File: config.mk
export PLATFORM = sky130hd
export DESIGN_NAME = sum_accumulator_flat
export DESIGN_NICKNAME = d
export VERILOG_FILES = /design/src/rtl/sum_accumulator_if.sv /design/src/rtl/sum_accumulator.sv /design/src/flat_wrapper.sv
export SDC_FILE = /design/constraint.sdc
export NUM_CORES = 1
export LEC_CHECK = 0
export BUFFER_PORTS_ARGS = -buffer_cell sky130_fd_sc_hd__buf_2
export CORE_UTILIZATION = 44
export CTS_CLUSTER_SIZE = 12
export DETAILED_ROUTE_END_ITERATION = 10
export PLACE_DENSITY = 0.77
export SYNTH_ARGS = -nofsm -noshare
export SYNTH_HDL_FRONTEND = slang
export SYNTH_SLANG_ARGS = --single-unit
File: constraint.sdc
create_clock -name clk -period 3.08 [get_ports clk]
set_clock_uncertainty 0.15 [all_clocks]
set_input_delay 0.616 -clock clk [delete_from_list [all_inputs] [get_ports clk]]
set_output_delay 0.616 -clock clk [all_outputs]
set_load 0.01 [all_outputs]
File: src/rtl/sum_accumulator_if.sv
// Handshake bundle between the adder-side producer, the accumulator and the
// result consumer. The accumulator sits on the slave side.
interface sum_accumulator_if #(
  parameter int SUM_W = 5,
  parameter int ACC_W = 12,
  parameter int CNT_W = 4
);
  logic             start;
  logic [CNT_W-1:0] num_samples;
  logic             in_valid;
  logic             in_ready;
  logic [SUM_W-1:0] in_sum;
  logic             busy;
  logic             out_valid;
  logic             out_ready;
  logic [ACC_W-1:0] out_total;
  logic [CNT_W-1:0] out_count;
  logic             overflow;

  modport master (
    output start, num_samples, in_valid, in_sum, out_ready,
    input  in_ready, busy, out_valid, out_total, out_count, overflow
  );

  modport slave (
    input  start, num_samples, in_valid, in_sum, out_ready,
    output in_ready, busy, out_valid, out_total, out_count, overflow
  );
endinterface

File: src/rtl/sum_accumulator.sv
// Accumulates a programmed number of adder sums into a wide running total and
// hands the result (total, count, sticky carry) to a consumer.
module sum_accumulator #(
  parameter int SUM_W = 5,
  parameter int ACC_W = 12,
  parameter int CNT_W = 4
) (
  input  logic               clk,
  input  logic               rst_n,
  sum_accumulator_if.slave   bus
);

  typedef enum logic [1:0] {IDLE, ACCUM, DONE} state_e;

  state_e           state_q, state_d;
  logic [CNT_W-1:0] target_q, target_d;
  logic [CNT_W-1:0] count_q, count_d;
  logic [ACC_W-1:0] total_q, total_d;
  logic             ovf_q, ovf_d;

  logic             accept;
  logic             last_accept;
  logic [CNT_W-1:0] count_inc;
  logic [ACC_W:0]   sum_ext;

  assign accept      = (state_q == ACCUM) && bus.in_valid;
  assign count_inc   = count_q + CNT_W'(1);
  assign last_accept = accept && (count_inc == target_q);
  // One extra bit captures the carry out of the total for the sticky flag.
  assign sum_ext     = {1'b0, total_q} + {{(ACC_W + 1 - SUM_W){1'b0}}, bus.in_sum};

  always_ff @(posedge clk) begin
    if (!rst_n) begin
      state_q  <= IDLE;
      target_q <= '0;
      count_q  <= '0;
      total_q  <= '0;
      ovf_q    <= 1'b0;
    end else begin
      state_q  <= state_d;
      target_q <= target_d;
      count_q  <= count_d;
      total_q  <= total_d;
      ovf_q    <= ovf_d;
    end
  end

  always_comb begin
    state_d = state_q;
    case (state_q)
      IDLE: begin
        if (bus.start) state_d = (bus.num_samples == '0) ? DONE : ACCUM;
      end
      ACCUM: begin
        if (last_accept) state_d = DONE;
      end
      DONE: begin
        // start seen together with out_ready is dropped; only IDLE samples it.
        if (bus.out_ready) state_d = IDLE;
      end
      default: state_d = IDLE;
    endcase
  end

  always_comb begin
    target_d = target_q;
    count_d  = count_q;
    total_d  = total_q;
    ovf_d    = ovf_q;
    if (state_q == IDLE && bus.start) begin
      target_d = bus.num_samples;
      count_d  = '0;
      total_d  = '0;
      ovf_d    = 1'b0;
    end else if (accept) begin
      count_d  = count_inc;
      total_d  = sum_ext[ACC_W-1:0];
      ovf_d    = ovf_q | sum_ext[ACC_W];
    end
  end

  // Handshake outputs are pure state decodes so nothing ripples from inputs.
  always_comb begin
    bus.in_ready  = (state_q == ACCUM);
    bus.busy      = (state_q != IDLE);
    bus.out_valid = (state_q == DONE);
  end

  assign bus.out_total = total_q;
  assign bus.out_count = count_q;
  assign bus.overflow  = ovf_q;

endmodule

File: src/flat_wrapper.sv
// flat-port wrapper written by rule: the top's interface ports become plain ports
module sum_accumulator_flat 
#(
  parameter int SUM_W = 5,
  parameter int ACC_W = 12,
  parameter int CNT_W = 4
)
  (clk, rst_n, bus_start, bus_num_samples, bus_in_valid, bus_in_sum, bus_out_ready, bus_in_ready, bus_busy, bus_out_valid, bus_out_total, bus_out_count, bus_overflow);
  sum_accumulator_if #(.SUM_W(SUM_W), .ACC_W(ACC_W), .CNT_W(CNT_W)) bus_i ();
  input  logic clk;
  input  logic rst_n;
  input wire logic [$bits(bus_i.start)-1:0] bus_start;
  input wire logic [$bits(bus_i.num_samples)-1:0] bus_num_samples;
  input wire logic [$bits(bus_i.in_valid)-1:0] bus_in_valid;
  input wire logic [$bits(bus_i.in_sum)-1:0] bus_in_sum;
  input wire logic [$bits(bus_i.out_ready)-1:0] bus_out_ready;
  output wire logic [$bits(bus_i.in_ready)-1:0] bus_in_ready;
  output wire logic [$bits(bus_i.busy)-1:0] bus_busy;
  output wire logic [$bits(bus_i.out_valid)-1:0] bus_out_valid;
  output wire logic [$bits(bus_i.out_total)-1:0] bus_out_total;
  output wire logic [$bits(bus_i.out_count)-1:0] bus_out_count;
  output wire logic [$bits(bus_i.overflow)-1:0] bus_overflow;
  assign bus_i.start = bus_start;
  assign bus_i.num_samples = bus_num_samples;
  assign bus_i.in_valid = bus_in_valid;
  assign bus_i.in_sum = bus_in_sum;
  assign bus_i.out_ready = bus_out_ready;
  assign bus_in_ready = bus_i.in_ready;
  assign bus_busy = bus_i.busy;
  assign bus_out_valid = bus_i.out_valid;
  assign bus_out_total = bus_i.out_total;
  assign bus_out_count = bus_i.out_count;
  assign bus_overflow = bus_i.overflow;
  sum_accumulator #(.SUM_W(SUM_W), .ACC_W(ACC_W), .CNT_W(CNT_W)) u_core (.clk(clk), .rst_n(rst_n), .bus(bus_i));
endmodule
==> impl_metrics.csv <==
group,metric,value,unit
route,drc,0,
cells_and_area,antennaDiodeCount,0,
clock_network,cts_buffers,3,
synth,yosys_most_used_dff,"dfxtp_1",
synth,yosysTopAreaCellShare,37.0,%
clock_network,postCtsResizedCells,0,
global_route,track_usage,19.0,%
route,final_antenna_net_count,0,
synth,syn_area,0.00124,mm2
floorplan,pin_count,34,
sta,maxSlewViolCount,0,
global_route,overflow,0,
worst_setup_path,cp_data_arrival_time,2160,ps
clock_network,post-cts-setup-buffers,0,
synth,synth_common_cells,"dfxtp_1 (23), nand2_1 (14), nor2_1 (11)",
floorplan,die_w,55.2,um
hold_path,hold_depth,2,
synth,syn_inst,141,
pwr,p_leak,0.643,nW
worst_setup_path,regToRegStartpoint,"u_core.bus.out_total[0]",
floorplan,die_h,55.2,um
hold_path,min_to,"u_core.bus.out_total[0]",
cells_and_area,stdcell_count,206,
synth,yosysMostFrequentCell,"dfxtp_1",
synth,synth_cell_type_count,41,
route,route.vias.total,1120,
sta,holdWs,342,ps
cells_and_area,fin_util,57.0,%
clock_network,cts_buffer_depth,2,
placement,hpwl,2040,um
synth,ys_ff_latch,23,
global_route,antenna_found_initial,0,
clock_network,cts.sinks,23,
sta,fin_tns_setup,0,ps
route,initialDrtViolationCount,15,
floorplan,core_area,0.00257,mm2
status,status,"finished, final reports clean",
worst_setup_path,crit_type,"in -> reg",
placement,gp_congestion,0.790,
synth,synth_edf_count,0,
placement,io_buffers,33,
clock_network,clkSlewWorstSetupHoldPaths,140,ps
sta,setup_viol,0,
global_route,grt_pass1_vias,991,
pwr,powerDensity,383,mW/mm2
floorplan,initial_core_util,48.4,%
sta,finalCritPeriodShare,69.3,%
placement,place_area,0.00144,mm2
clock_network,clkLatencyLatePin,310,ps
floorplan,rows,18,
synth,synth_seq_area_share,37.0,%
synth,async_flop_share,0,%
clock_network,cts_tree,"yes",
route,routedWlPerCell,12.7,um
sta,final.min_clock_period,2130,ps
sta,max_freq,469,MHz
synth,syn_nets,162,
cells_and_area,final_area,0.00146,mm2
synth,synth_top_area_cell,"dfxtp_1",
floorplan,design.die.area,0.00304,mm2
sta,relSlewSlack,63.9,%
global_route,grt_pass1_wl,4140,um
hold_path,worstHoldPathType,"reg -> reg",
synth,synth.area.top_cells,"dfxtp_1 (37%), ha_1 (6.0%), nand2_1 (4.2%)",
worst_setup_path,worstPathRequired,3110,ps
sta,worst_pin_slew,541,ps
flow_run,cap_violations,0,
pwr,vdd_drop_max,0.000254,V
global_route,grt_max_degree,14,
synth,syn_area_per_cell,8.82,um2
worst_setup_path,r2r-end,"u_core.bus.out_total[10]",
route,firstDrtPassIters,4,
clock_network,hold_buffers,0,
hold_path,min_from,"u_core.bus.out_total[0]",
worst_setup_path,start_kind,"input port",
sta,rsz0062_at_grt,"no",
sta,hold_viol,0,
cells_and_area,drive_gt1_share,23.3,%
placement,dp.cells,202,
cells_and_area,nNetsFinal,198,
cells_and_area,syn_to_final_growth,17.7,%
synth,ys.warnings.count,0,
route,routed_wl,2610,um
worst_setup_path,r2r_setup_slack,970,ps
worst_setup_path,r2r_cells,6,
clock_network,htree_levels,1,
route,drt-vias-per-instance,5.44,
worst_setup_path,endpoint_kind,"register",
clock_network,cts_root_buf,"clkbuf_4",
worst_setup_path,path_max_fanout,6,
==> how the worst max path moves through the flow <==
stage                                  from                        to  slack [ps]  depth (start not counted)
finish                        bus_in_sum[0]  u_core.bus.out_total[10]         950                          7
floorplan                     bus_in_sum[0]   u_core.bus.out_total[6]         880                          6
global route        u_core.bus.out_total[0]   u_core.bus.out_total[6]         820                          6
global placement              bus_in_sum[0]  u_core.bus.out_total[10]         670                          7
detailed placement            bus_in_sum[0]  u_core.bus.out_total[10]         600                          7
CTS                           bus_in_sum[0]  u_core.bus.out_total[10]         930                          7
==> layer usage <==
| layer | vias up | routed length, um | global-route usage, % | part of all wire, % |
|---|---|---|---|---|
| li1 | 584 | - | - | - |
| met1 | 502 | 1240 | 24.0 | 48 |
| met2 | 32 | 1220 | 33.5 | 47 |
| met3 | 2 | 133 | 3.28 | 5.1 |
| met4 | 0 | 15 | 3.75 | 0.57 |
| met5 | - | 0 | 0 | 0 |
==> registers in the layout, indices dropped and copies added (netlist names) <==
name,count
u_core.bus.out_count,4
u_core.target_q,4
u_core.bus.out_total,12
u_core.state_q,2
u_core.bus.overflow,1
==> layout by cell type (no fill, tap or decap), types with 3 or more instances in the layout <==
cell type,instances
and2_1,4
a21oi_1,10
ha_1,6
nor2_1,11
mux2i_1,5
xnor2_1,6
nand2_1,14
dfxtp_1,23
clkbuf_4,3
buf_2,33
nand3_1,3
or3_1,6
xor2_1,3
nand3b_1,3
a211oi_1,5
o21ai_0,10
==> power by group <==
part / internal [mW] / switching [mW] / total, mW
clock: 0.0484 / 0.0923 / 0.141
sequential: 0.308 / 0.0106 / 0.318
combinational: 0.0449 / 0.0564 / 0.101
total: 0.401 / 0.159 / 0.560
==> logic make-up after synthesis <==
group                      Yosys count  share of synthesized area [%]
muxes                                5                           4.02
xor gates and xnor gates             9                           6.34
buffers and inverters                4                           1.71
DFF                                 23                           37.0
and+or+nand+nor                     56                           24.9
adders and majority gates            7                           7.65
AOI/OAI and AO/OA                   37                           18.4
==> cell type report <==
type | instances | area, um2
well taps | 30 | 37.5
clock buffers | 3 | 22.5
clock inverters | 1 | 5.00
multi-input cells | 114 | 762
flip-flops and latches | 23 | 460
fillers | 242 | 1100
repair buffers | 34 | 173
inverters | 1 | 3.75
==> worst max-delay path, cell delays in order <==
cell      delay [ps]
buf_2            100
ha_1             210
fa_1             440
a211oi_1         380
o21ba_2          250
or3_1            110
a21oi_1           60
==> metrics by stage <==
stage | setup WS [ps] | total power, mW
floorplan | 884 | 0.395
global placement | 671 | 0.423
detailed placement | 598 | 0.427
CTS | 934 | 0.567
global route | 823 | 0.595
finish | 946 | 0.560
Note: power is estimated with default switching activity, not from simulation.
